### src/rtl/adpcm_channel_sequencer.sv
`default_nettype none
// ============================================================================
// Module   : adpcm_channel_sequencer
// Brief    : Queues per-channel key-on/key-off events, picks pending channels
//            round-robin, fetches a pitch, writes the channel register block,
//            then batches start/stop masks to the global register port.
// Revision : 1.0 - initial release
// ============================================================================
module adpcm_channel_sequencer #(
  parameter int CHANNELS  = 8,
  parameter int CH_STRIDE = 8,
  parameter int REG_COUNT = 6,
  localparam int CH_BITS  = (CHANNELS > 1) ? $clog2(CHANNELS) : 1
) (
  input  logic                clk_i,
  input  logic                reset_n_i,
  input  logic [CHANNELS-1:0] key_on_i,
  input  logic [CHANNELS-1:0] key_off_i,
  output logic                pitch_request_o,
  input  logic                pitch_valid_i,
  input  logic [15:0]         pitch_data_i,
  output logic [CH_BITS-1:0]  cfg_channel_o,
  output logic [2:0]          cfg_reg_index_o,
  input  logic [15:0]         cfg_data_i,
  output logic [7:0]          ch_write_address_o,
  output logic [15:0]         ch_write_data_o,
  output logic                ch_write_en_o,
  input  logic                ch_write_ready_i,
  output logic                gb_write_address_o,
  output logic [CHANNELS-1:0] gb_write_data_o,
  output logic                gb_write_en_o,
  input  logic                gb_write_busy_i,
  input  logic                gb_write_ready_i,
  output logic                busy_o
);

  localparam logic [2:0] LAST_IDX = 3'(REG_COUNT - 1);

  typedef enum logic [1:0] {
    S_IDLE  = 2'd0,
    S_PITCH = 2'd1,
    S_WRITE = 2'd2,
    S_GAP   = 2'd3
  } state_t;

  state_t              state_q, state_d;
  logic [CHANNELS-1:0] pend_cfg_q, pend_cfg_d;
  logic [CHANNELS-1:0] pend_start_q, pend_start_d;
  logic [CHANNELS-1:0] pend_stop_q, pend_stop_d;
  logic [CH_BITS-1:0]  last_ch_q, last_ch_d;
  logic [CH_BITS-1:0]  cfg_ch_q, cfg_ch_d;
  logic [2:0]          idx_q, idx_d;
  logic                abort_q, abort_d;
  logic [15:0]         pitch_q, pitch_d;
  logic                pitch_req_q, pitch_req_d;
  logic                gb_we_q, gb_we_d;
  logic                gb_addr_q, gb_addr_d;
  logic [CHANNELS-1:0] gb_data_q, gb_data_d;

  logic                sel_found;
  logic [CH_BITS-1:0]  sel_ch;
  logic [CH_BITS-1:0]  cand;

  // Round-robin search: first pending channel at or after last_ch+1, wrapping.
  always_comb begin
    sel_found = 1'b0;
    sel_ch    = '0;
    cand      = '0;
    for (int i = 0; i < CHANNELS; i++) begin
      cand = CH_BITS'((32'(last_ch_q) + 32'd1 + 32'(i)) % 32'(CHANNELS));
      if (!sel_found && pend_cfg_q[cand]) begin
        sel_found = 1'b1;
        sel_ch    = cand;
      end
    end
  end

  // Next-state logic for the configuration FSM, pending sets and global writer.
  always_comb begin
    state_d      = state_q;
    pend_cfg_d   = pend_cfg_q;
    pend_start_d = pend_start_q;
    pend_stop_d  = pend_stop_q;
    last_ch_d    = last_ch_q;
    cfg_ch_d     = cfg_ch_q;
    idx_d        = idx_q;
    abort_d      = abort_q;
    pitch_d      = pitch_q;
    pitch_req_d  = 1'b0;
    gb_we_d      = gb_we_q;
    gb_addr_d    = gb_addr_q;
    gb_data_d    = gb_data_q;

    // Global writer first: its snapshot clear must not swallow bits set below.
    if (gb_we_q) begin
      if (gb_write_ready_i) gb_we_d = 1'b0;
    end else if (!gb_write_busy_i) begin
      if (|pend_start_q) begin
        gb_we_d      = 1'b1;
        gb_addr_d    = 1'b0;
        gb_data_d    = pend_start_q;
        pend_start_d = '0;
      end else if (|pend_stop_q) begin
        gb_we_d     = 1'b1;
        gb_addr_d   = 1'b1;
        gb_data_d   = pend_stop_q;
        pend_stop_d = '0;
      end
    end

    case (state_q)
      S_IDLE: begin
        if (sel_found) begin
          cfg_ch_d             = sel_ch;
          pend_cfg_d[sel_ch]   = 1'b0;
          idx_d                = '0;
          abort_d              = key_off_i[sel_ch];
          pitch_req_d          = 1'b1;
          state_d              = S_PITCH;
        end
      end
      S_PITCH: begin
        if (pitch_valid_i) begin
          pitch_d = pitch_data_i;
          state_d = S_WRITE;
        end
      end
      S_WRITE: begin
        if (ch_write_ready_i) begin
          if (idx_q == LAST_IDX) begin
            if (!abort_q) pend_start_d[cfg_ch_q] = 1'b1;
            last_ch_d = cfg_ch_q;
            state_d   = S_IDLE;
          end else begin
            idx_d   = idx_q + 3'd1;
            state_d = S_GAP;
          end
        end
      end
      default: begin
        state_d = S_WRITE;
      end
    endcase

    // A key-off for the channel in flight cancels its start.
    if (state_q != S_IDLE && key_off_i[cfg_ch_q]) abort_d = 1'b1;

    // Key events apply last so that key-off always wins over key-on.
    pend_cfg_d   = (pend_cfg_d | key_on_i) & ~key_off_i;
    pend_start_d = pend_start_d & ~key_off_i;
    pend_stop_d  = pend_stop_d | key_off_i;
  end

  // State register with synchronous active-low reset.
  always_ff @(posedge clk_i) begin
    if (!reset_n_i) begin
      state_q      <= S_IDLE;
      pend_cfg_q   <= '0;
      pend_start_q <= '0;
      pend_stop_q  <= '0;
      last_ch_q    <= '0;
      cfg_ch_q     <= '0;
      idx_q        <= '0;
      abort_q      <= 1'b0;
      pitch_q      <= '0;
      pitch_req_q  <= 1'b0;
      gb_we_q      <= 1'b0;
      gb_addr_q    <= 1'b0;
      gb_data_q    <= '0;
    end else begin
      state_q      <= state_d;
      pend_cfg_q   <= pend_cfg_d;
      pend_start_q <= pend_start_d;
      pend_stop_q  <= pend_stop_d;
      last_ch_q    <= last_ch_d;
      cfg_ch_q     <= cfg_ch_d;
      idx_q        <= idx_d;
      abort_q      <= abort_d;
      pitch_q      <= pitch_d;
      pitch_req_q  <= pitch_req_d;
      gb_we_q      <= gb_we_d;
      gb_addr_q    <= gb_addr_d;
      gb_data_q    <= gb_data_d;
    end
  end

  // Write data is forced to zero outside WRITE so reset leaves every output low.
  assign ch_write_en_o      = (state_q == S_WRITE);
  assign ch_write_data_o    = (state_q != S_WRITE) ? 16'h0000 :
                              (idx_q == LAST_IDX)  ? pitch_q : cfg_data_i;
  assign ch_write_address_o = 8'(cfg_ch_q) * 8'(CH_STRIDE) + 8'(idx_q);
  assign cfg_channel_o      = cfg_ch_q;
  assign cfg_reg_index_o    = idx_q;
  assign pitch_request_o    = pitch_req_q;
  assign gb_write_en_o      = gb_we_q;
  assign gb_write_address_o = gb_addr_q;
  assign gb_write_data_o    = gb_data_q;
  assign busy_o             = (state_q != S_IDLE) | (|pend_cfg_q) |
                              (|pend_start_q) | (|pend_stop_q);

endmodule
`default_nettype wire

### config.mk
export PLATFORM = sky130hd
export DESIGN_NAME = adpcm_channel_sequencer
export DESIGN_NICKNAME = d
export VERILOG_FILES = /design/src/rtl/adpcm_channel_sequencer.sv
export SDC_FILE = /design/constraint.sdc
export NUM_CORES = 1
export LEC_CHECK = 0
export ABC_AREA = 1
export ABC_CLOCK_PERIOD_IN_PS = 2900
export BUFFER_PORTS_ARGS = -buffer_cell sky130_fd_sc_hd__buf_2
export CAP_MARGIN = 20
export CELL_PAD_IN_SITES_DETAIL_PLACEMENT = 0
export CELL_PAD_IN_SITES_GLOBAL_PLACEMENT = 1
export CORE_UTILIZATION = 37
export CTS_CLUSTER_SIZE = 14
export DETAILED_ROUTE_END_ITERATION = 8
export GPL_TIMING_DRIVEN = 0
export MAX_ROUTING_LAYER = met4
export PLACE_DENSITY_LB_ADDON = 0.1
export SYNTH_ARGS = -nofsm -noshare
export SYNTH_HDL_FRONTEND = slang
export SYNTH_SLANG_ARGS = --single-unit
### constraint.sdc
create_clock -name clk_i -period 2.9 [get_ports clk_i]
set_input_delay 0.58 -clock clk_i [delete_from_list [all_inputs] [get_ports clk_i]]
set_output_delay 0.58 -clock clk_i [all_outputs]
set_load 0.1 [all_outputs]
==> run metrics, run 1 <==
Synth area leader=dfxtp_1; antenna fix cells=0; minimum clock period=2.82 ns; Leak Pwr=2.47 nW; CTS Buf Count=9; worst reg-to-reg path cell count=20; mux cell area share after synthesis=0%; synth cell count leaders=180 x nand2_1, 69 x inv_1, 63 x dfxtp_1, 48 x a21oi_1, 46 x o21ai_0; post-synthesis instance area=3910 um2; fillcell total=1100; Clock Latency Late Sink=0.35 ns; fmax=355 MHz; top-count cell post-synth=nand2_1; Critical Path Fanout Max=7; final setup violation count=0; CTS tree=done; Avg Inst Size Synth=6.52 um2; # port buffers=94; Warnings, synthesis=0; Critical Path AT=2.24 ns; Synth cell types=43; Initial Utilization=38.0%; Worst Hold Class=input pin to flop; die height=105 um; Synth Area in Adders=1.28%; hold path endpoint=pend_cfg_q[0]$_SDFF_PN0_; max-slew violations=0; DP Wirelength=9.28 mm; share of cells above drive strength 1=35.8%; hold buffer count at CTS=0; xor and xnor area share after synthesis=0%; Boundary Pins=97; largest family of logic cells by synthesized area=simple AND/OR/NAND/NOR gates; routability-driven placement congestion ratio=0.854; Final nets=787; grt total ovfl=0; Crit Path Category=flop to output pin; CTS Sinks=63; Clk Tree Root Cell=clkbuf_8; Worst R2R End=pend_cfg_q[5]$_SDFF_PN0_; Synth Area in Compound Gates=16.2%; vias in the first global route=3865; core area=10300 um2; RSZ-0062 raised after global routing=true; routed length per instance=14.1 um; Total Wirelength=12.3 mm; headroom to the max-slew limit=58.7%; first-pass GRT wire length=19.1 mm; Worst-Margin Slew=0.619 ns; top cell type's share of synthesized area=32.3%; required time worst endpoint=2.32 ns; final-report hold violation count=0; pin count of the biggest net entering global routing=12; die area=11000 um2; Worst VDD drop=0.405 mV; R2R setup slack=0.16 ns; row count=37; top_reg_cell synth=dfxtp_1; number of routed nets with antenna violations=0; Area contributors post-synth=dfxtp_1 32%, nand2_1 17%, inv_1 6.6%, a21oi_1 6.1%, o21ai_0 5.9%; via count=4345; Clock Path Buffers=2; Worst Setup End Kind=output pin; max cap viols=0; Final Cell Area=5310 um2; 1st-iter DRT viols=234; sequential share of the synthesized area=32.3%; clk_skew=0.0141 ns; startpoint types=flop; Synth Register Bits=63; Post-synth EDFFs=0; layout overhead on the synthesized area=35.7%; Synth Instances=600; status=finished, final reports clean; crit share post-route=97.2%; Synth Area in Simple Gates=38.3%; Final Power=3.67 mW; hold path depth=2; R2R Path Start=last_ch_q[0]$_SDFFE_PN0P_; area of the multi-input gates=2520 um2; Hold Crit Start=key_off_i[0]; Register Area=1270 um2; initial antenna violation count=0; PwrDens=692 nW/um2; Area after DPL=4700 um2; Worst-path clk slew=0.07 ns; GRT Total Usage=22.6%; Die Span X=105 um; asr flop ratio synth=0%; residual DRC count=0; 1st-pass router iterations=4; CTS H-tree depth=3; via/cell ratio=4.99
-- logic make-up after synthesis --
group	after synthesis
flip-flops	63
AND/OR/NAND/NOR	311
AO/OA/AOI/OAI	117
adder cells (fa/ha/maj)	4
buffers and inverters	104
other	1
-- layer usage --
| metal | up-vias | track usage (%) | share of wire (%) |
|---|---|---|---|
| met5 | - | - | 0 |
| met3 | 20 | 3.43 | 5.4 |
| met1 | 2008 | 30.6 | 46 |
| met4 | 0 | 6.84 | 1.9 |
| li1 | 2180 | - | - |
| met2 | 137 | 34.8 | 46 |
-- power breakdown --
part,switching [mW],internal (mW),leakage (nW)
Combinational,1.36,0.388,1.85
Sequential,0.0786,0.981,0.518
Clock,0.372,0.487,0.104
Total,1.81,1.86,2.47
-- registers in the layout, summed over array words and instances, names as in the netlist, 3 cells and up --
register / flops
pitch_q: 16
pend_stop_q: 8
cfg_channel_o: 3
last_ch_q: 3
pend_start_q: 8
gb_write_data_o: 8
cfg_reg_index_o: 3
pend_cfg_q: 8
-- area by class of cell --
class                      count  area share (%)
timing repair buffer         116            12.5
tap                          136            3.21
buffer                        25            3.28
multi-input combinational    435            47.5
inverter                      79            5.68
sequential                    63            23.9
clock inverter                 5            1.53
clock buffer                  11            2.48
-- worst max-delay path by stage --
stage	depth (start not counted)	endpoint	slack, ns	start
2_1_floorplan	7	ch_write_data_o[10]	0.06	state_q[1]$_SDFFE_PN0P_
3_3_place_gp	19	pend_cfg_q[1]$_SDFF_PN0_	-0.23	last_ch_q[0]$_SDFFE_PN0P_
3_5_place_dp	19	pend_cfg_q[1]$_SDFF_PN0_	-0.29	last_ch_q[0]$_SDFFE_PN0P_
4_1_cts	8	busy_o	0.02	pend_start_q[1]$_SDFF_PN0_
5_1_grt	20	pend_cfg_q[5]$_SDFF_PN0_	-0.03	last_ch_q[0]$_SDFFE_PN0P_
6_report	8	busy_o	0.08	pend_start_q[1]$_SDFF_PN0_
-- worst max-delay path, stage by stage (launching register included) --
cell and delay, ns:
dfxtp_1 0.33, or4_4 0.55, nor4_4 0.31, nand2_1 0.11
inv_1 0.12, nand3_4 0.11, inv_2 0.10, nand2_1 0.07
buf_6 0.19
-- repair_timing --
item	in CTS	in global routing
gates cloned	0	2
setup buffers	8	13
resized for setup	28	36
endpoints found under the setup margin	20	20
pin swaps	8	26
-- through the flow --
stage               hold slack, ns  std cells  setup TNS, ns  setup WS (ns)  util, %
global route                 0.429        870        -0.0840        -0.0278     51.6
global placement             0.454        831          -1.10         -0.228     45.8
CTS                          0.418        855              0         0.0225     49.3
finish                       0.435        870              0         0.0806     51.6
floorplan                    0.451        601              0         0.0634        -
detailed placement           0.456        831          -1.53         -0.286     45.8
-- placed cells by master (no fill, tap or decap), drive strengths merged --
| cell | n |
|---|---|
| a211oi | 3 |
| a21oi | 50 |
| a31oi | 9 |
| buf | 131 |
| bufinv | 2 |
| clkbuf | 21 |
| clkinv | 2 |
| clkinvlp | 1 |
| conb | 2 |
| dfxtp | 63 |
| ha | 4 |
| inv | 79 |
| nand2 | 205 |
| nand3 | 42 |
| nand3b | 2 |
| nand4 | 6 |
| nor2 | 41 |
| nor3 | 6 |
| nor4 | 5 |
| o211ai | 1 |
| o21a | 1 |
| o21ai | 48 |
| o21bai | 1 |
| o22ai | 3 |
| o311ai | 1 |
| or2 | 4 |
| or4 | 1 |
Power figures use the tool's default switching activity.
==> run 2: changes to the inputs <==
--- a/config.mk
+++ b/config.mk
@@ -17,6 +17,7 @@
 export GPL_TIMING_DRIVEN = 0
 export MAX_ROUTING_LAYER = met4
 export PLACE_DENSITY_LB_ADDON = 0.1
+export RECOVER_POWER = 25
 export SYNTH_ARGS = -nofsm -noshare
 export SYNTH_HDL_FRONTEND = slang
 export SYNTH_SLANG_ARGS = --single-unit
==> run 2 against run 1 <==
  * Sequential power is essentially flat
  * Final cell count is the same
  * Final area shrank 0.12%
  * Global-route usage is the same
  * Routed wire length shrank 0.11%
  * First-iteration DRC count grew 1.7%
  * Core utilization shrank 0.061 points
  * Clock power is essentially flat
==> run metrics, run 2 (synthesis gave the netlist of run 1 again) <==
status=finished, final reports clean; final-report hold violation count=0 (unchanged); Crit Path Category=flop to output pin; Worst Hold Class=input pin to flop; # port buffers=94 (unchanged); Clock Latency Late Sink=0.35 ns (about the same); Final nets=787 (unchanged); commonest non-fill, non-tap cell in the layout=nand2_1; minimum clock period=2.82 ns (+0.00000640 ns); fillcell total=1104 (+0.36%); DP Wirelength=9.28 mm (unchanged); CTS tree=done; most frequent cells in the layout=165 x nand2_1, 81 x buf_2, 67 x inv_1; max-slew violations=0 (unchanged); via/cell ratio=5.01 (+0.25%); number of routed nets with antenna violations=0 (unchanged); CP cell instances=or4_4 -> nor4_4 -> nand2_1 -> inv_1 -> nand3_4 -> inv_2 -> nand2_1 -> buf_6; Boundary Pins=97 (unchanged); Worst VDD drop=0.405 mV (about the same); hold path depth=2 (unchanged); Initial Utilization=38.0% (unchanged); die height=105 um (unchanged); routability-driven placement congestion ratio=0.854 (unchanged); antenna fix cells=0 (unchanged); Cells after DPL=831 (unchanged); Worst Setup End Kind=output pin; Worst path max stage delay=0.55 ns (about the same); Worst-path clk slew=0.07 ns (about the same); Clock Path Buffers=2 (unchanged); Biggest register=pitch_q; CP Buf/Inv Count=3 (unchanged); GRT Total Usage=22.6% (unchanged); final setup violation count=0 (unchanged); CP dominant cell by count=nand2_1; Worst R2R End=pend_cfg_q[5]$_SDFF_PN0_; max reg flops=16 (unchanged); initial antenna violation count=0 (unchanged); via count=4356 (+0.25%); worst setup margin=0.0806 ns (-0.00000640 ns); CTS Sinks=63 (unchanged); grt total ovfl=0 (unchanged); layout overhead on the synthesized area=35.6%; Total Wirelength=12.2 mm (-0.11%); CTS Buf Count=9 (unchanged); 1st-pass router iterations=4 (unchanged); headroom to the max-slew limit=20.6% (-38 points); Critical Path AT=2.24 ns (about the same); Register Area=1270 um2 (unchanged); worst reg-to-reg path cell count=20 (unchanged); core area=10300 um2 (unchanged); final std cells w/o fill=870 (unchanged); PwrDens=692 nW/um2 (about the same); fmax=355 MHz (about the same); routed length per instance=14.1 um (-0.11%); dpl ws=-0.286 ns (unchanged); CTS H-tree depth=3 (unchanged); first-pass GRT wire length=19.1 mm (unchanged); R2R setup slack=0.16 ns (about the same); 1st-iter DRT viols=238 (+1.7%); startpoint types=flop; pin count of the biggest net entering global routing=12 (unchanged); residual DRC count=0 (unchanged); row count=37 (unchanged); cell family contributing the most delay on the critical path=simple AND/OR/NAND/NOR gates; hold path endpoint=pend_cfg_q[1]$_SDFF_PN0_; Worst-Margin Slew=1.20 ns (+0.576 ns); Clk Tree Root Cell=clkbuf_8; Hold Crit Start=key_off_i[1]; vias in the first global route=3865 (unchanged); Final Power=3.67 mW (about the same); die area=11000 um2 (unchanged); Leak Pwr=2.45 nW (-0.80%); area of the multi-input gates=2520 um2 (unchanged); share of cells above drive strength 1=35.1% (-0.68 points); max cap viols=0 (unchanged); crit share post-route=97.2% (about the same); Die Span X=105 um (unchanged); RSZ-0062 raised after global routing=true; R2R Path Start=last_ch_q[0]$_SDFFE_PN0P_; required time worst endpoint=2.32 ns (about the same); clk_skew=0.0141 ns (-0.0000109 ns); Critical Path Fanout Max=7 (unchanged); Slowest cell on crit path=or4_4
## run 2: changes by cell type in the layout (fill, tap and decap cells not counted)
cell | previous run | this run
buf_2 | 86 | 81
clkbuf_1 | 11 | 16
## run 2: metal layers
metal / wire [um] / vias to the layer above / share of wire [%] / global-route usage, %
met3: 665 / 22 / 5.4 / 3.43
met5: 0 / - / 0 / -
met2: 5670 / 143 / 46 / 34.8
met1: 5680 / 2012 / 46 / 30.6
li1: - / 2179 / - / -
met4: 233 / 0 / 1.9 / 6.84
## run 2: worst max-delay path by stage
stage | slack (ns) | startpoint | cells after the start | end
2_1_floorplan | 0.06 | state_q[1]$_SDFFE_PN0P_ | 7 | ch_write_data_o[10]
3_3_place_gp | -0.23 | last_ch_q[0]$_SDFFE_PN0P_ | 19 | pend_cfg_q[1]$_SDFF_PN0_
3_5_place_dp | -0.29 | last_ch_q[0]$_SDFFE_PN0P_ | 19 | pend_cfg_q[1]$_SDFF_PN0_
4_1_cts | 0.02 | pend_start_q[1]$_SDFF_PN0_ | 8 | busy_o
5_1_grt | -0.03 | last_ch_q[0]$_SDFFE_PN0P_ | 20 | pend_cfg_q[5]$_SDFF_PN0_
6_report | 0.08 | pend_start_q[1]$_SDFF_PN0_ | 8 | busy_o
## run 2: metrics by stage
step | cell area (um2) | hold slack (ns) | TNS [ns] | utilization, %
3_5_place_dp | 4700 | 0.456 | -1.53 | 45.8
4_1_cts | 5070 | 0.418 | 0 | 49.3
3_3_place_gp | 4700 | 0.454 | -1.10 | 45.8
5_1_grt | 5300 | 0.429 | -0.0840 | 51.6
6_report | 5300 | 0.435 | 0 | 51.6
2_1_floorplan | 4060 | 0.451 | 0 | -
## run 2: cell type report
| class | instances | area share [%] |
|---|---|---|
| Multi-Input combinational cell | 435 | 47.5 |
| Clock inverter | 5 | 1.53 |
| Buffer | 25 | 3.28 |
| Sequential cell | 63 | 23.9 |
| Inverter | 79 | 5.69 |
| Tap cell | 136 | 3.21 |
| Timing Repair Buffer | 116 | 12.4 |
| Clock buffer | 11 | 2.48 |
## run 2: worst register-to-register path, stage by stage, from the launching register on
cell     delay [ns]
dfxtp_2        0.33
buf_6          0.11
inv_6          0.05
buf_12         0.12
ha_4           0.28
buf_6          0.13
nand2_4        0.07
nand2_2        0.12
nand2_1        0.06
nand2_1        0.10
nand2_1        0.07
nand2_2        0.09
nand4_1        0.13
nor2_2         0.16
nand4_2        0.13
nand3_4        0.14
nand2_4        0.10
nor2_4         0.15
nand2_2        0.08
a21oi_2        0.15
nor3_2         0.04
## run 2: where the power goes
part / switching [mW] / internal (mW)
Sequential: 0.0788 / 0.981
Combinational: 1.36 / 0.386
Clock: 0.372 / 0.487
## run 2: what timing repair did
action                                  CTS  global route
hold buffers                              0             0
resized for setup                        28            36
setup buffers                             8            13
pin swaps                                 8            26
gates cloned                              0             2
endpoints found under the setup margin   20            20
==> run 3: changes to the inputs <==
--- a/config.mk
+++ b/config.mk
@@ -14,7 +14,6 @@
 export CORE_UTILIZATION = 37
 export CTS_CLUSTER_SIZE = 14
 export DETAILED_ROUTE_END_ITERATION = 8
-export GPL_TIMING_DRIVEN = 0
 export MAX_ROUTING_LAYER = met4
 export PLACE_DENSITY_LB_ADDON = 0.1
 export RECOVER_POWER = 25
==> constraint.sdc (replaced) <==
create_clock -name clk_i -period 2.9 [get_ports clk_i]
set_input_delay 0.29 -clock clk_i [delete_from_list [all_inputs] [get_ports clk_i]]
set_output_delay 0.29 -clock clk_i [all_outputs]
set_load 0.1 [all_outputs]
==> run 3 against run 2 <==
  * Worst hold slack got worse by 0.28 ns
  * Final cell count down 4.4%
  * Final area is 11% lower
  * Critical path depth unchanged
  * Largest power group unchanged
==> run metrics, run 3 (synthesis gave the netlist of run 1 again) <==
die height=105 um (unchanged); max-slew violations=0 (unchanged); clk_skew=0.0132 ns (-0.000907 ns); dpl ws=0.0962 ns (+0.382 ns); CTS Sinks=63 (unchanged); DP Wirelength=8.85 mm (-4.6%); Worst VDD drop=0.632 mV (+56%); Final Power=3.43 mW (-6.4%); final-report hold violation count=0 (unchanged); final setup violation count=0 (unchanged); vias in the first global route=3722 (-3.7%); required time worst endpoint=2.61 ns (+0.29 ns); CTS Buf Count=9 (unchanged); Worst-path clk slew=0.07 ns (about the same); CTS H-tree depth=3 (unchanged); worst setup margin=0.201 ns (+0.120 ns); Initial Utilization=38.0% (unchanged); startpoint types=flop; fmax=370 MHz (+4.5%); worst reg-to-reg path cell count=18 (-10%); post-CTS setup buffer count=0 (-8); Core Util, Final=46.1% (-5.5 points); pin count of the biggest net entering global routing=30 (+18); headroom to the max-slew limit=18.6% (-2.0 points); Area after DPL=4540 um2 (-3.5%); grt total ovfl=0 (unchanged); Hold Crit Start=key_off_i[5]; max cap viols=0 (unchanged); R2R Path Start=last_ch_q[0]$_SDFFE_PN0P_; residual DRC count=0 (unchanged); most frequent cells in the layout=179 x nand2_1, 85 x buf_2, 68 x inv_1; Critical Path AT=2.41 ns (+0.17 ns); # port buffers=94 (unchanged); Die Span X=105 um (unchanged); via count=4076 (-6.4%); via/cell ratio=4.90 (-2.2%); 1st-iter DRT viols=190 (-20%); CTS tree=done; Worst-Margin Slew=1.23 ns (+0.0302 ns); fillcell total=1127 (+2.1%); Worst R2R End=pend_cfg_q[5]$_SDFF_PN0_; Hold WS=0.151 ns (-0.284 ns); Worst Hold Class=input pin to flop; total negative slack=0 ns (unchanged); row count=37 (unchanged); hold buffer count at CTS=0 (unchanged); final std cells w/o fill=832 (-4.4%); CTS resizes=0 (-100%); R2R setup slack=0.26 ns (+0.10 ns); Biggest register=pitch_q; initial antenna violation count=0 (unchanged); Boundary Pins=97 (unchanged); Critical path origin=pend_start_q[1]$_SDFF_PN0_; Worst Setup End Kind=output pin; antenna fix cells=0 (unchanged); 1st-pass router iterations=5 (+1); PwrDens=725 nW/um2 (+4.7%); layout overhead on the synthesized area=21.2%; status=finished, final reports clean; Cells after DPL=817 (-1.7%); Leak Pwr=2.23 nW (-9.2%); crit share post-route=93.1% (-4.1 points); minimum clock period=2.70 ns (-0.120 ns); share of cells above drive strength 1=27.9% (-7.3 points); Total Wirelength=11.4 mm (-6.8%); core area=10300 um2 (unchanged); Final Cell Area=4740 um2 (-11%); Clk Tree Root Cell=clkbuf_8; GRT Total Usage=21.8% (-0.86 points); routability-driven placement congestion ratio=0.899 (+5.3%); crit path capture=busy_o; Crit Path Category=flop to output pin; Critical Path Fanout Max=7 (unchanged); die area=11000 um2 (unchanged); Clock Latency Late Sink=0.34 ns (about the same); Final nets=750 (-4.7%); Clock Path Buffers=2 (unchanged); max reg flops=16 (unchanged); commonest non-fill, non-tap cell in the layout=nand2_1; number of routed nets with antenna violations=0 (unchanged); first-pass GRT wire length=18.6 mm (-2.4%); routed length per instance=13.7 um (-2.5%)
[run 3: cell count changes in the layout (fill, tap and decap cells not counted), sizes merged]
| cell | before | now |
|---|---|---|
| inv | 79 | 77 |
| clkinvlp | 1 | 0 |
| buf | 126 | 95 |
| nand2 | 205 | 204 |
| clkinv | 2 | 7 |
| clkbuf | 26 | 19 |
| bufinv | 2 | 1 |
[run 3: critical path, stage by stage, from the launching register on]
cell and delay, ns:
dfxtp_1 0.33, or4_1 0.52, nor4_1 0.25, nand2_1 0.12, inv_1 0.10, nand3_1 0.22
inv_1 0.16, nand2_1 0.08, buf_2 0.30
[run 3: how the worst min path moves through the flow]
stage | slack, ns | end | depth (start not counted)
finish | 0.15 | pend_cfg_q[5]$_SDFF_PN0_ | 2
detailed placement | 0.46 | gb_write_address_o$_SDFFE_PN0P_ | 2
floorplan | 0.36 | pend_cfg_q[1]$_SDFF_PN0_ | 1
CTS | 0.14 | pend_cfg_q[5]$_SDFF_PN0_ | 2
global placement | 0.45 | gb_write_address_o$_SDFFE_PN0P_ | 2
global route | 0.14 | pend_cfg_q[5]$_SDFF_PN0_ | 2
[run 3: cell type report]
class                   count  area (um2)  share of cell area, %
clock buffers               9         124                   2.61
clock inverters             6        62.6                   1.32
inverters                  79         302                   6.36
multi-input cells         434        2270                   48.0
flip-flops and latches     63        1260                   26.6
well taps                 136         170                   3.59
repair buffers            105         546                   11.5
[run 3: routing by layer]
| layer | GRT usage, % | share of wire, % |
|---|---|---|
| met3 | 3.18 | 4.8 |
| met5 | - | 0 |
| met1 | 30.4 | 49 |
| met2 | 33.1 | 45 |
| met4 | 5.33 | 1.0 |
[run 3: power by group]
part / internal [mW] / leakage, nW / switching [mW]
Combinational: 0.323 / 1.61 / 1.31
Clock: 0.390 / 0.0988 / 0.350
Sequential: 0.980 / 0.517 / 0.0772
Total: 1.69 / 2.23 / 1.74
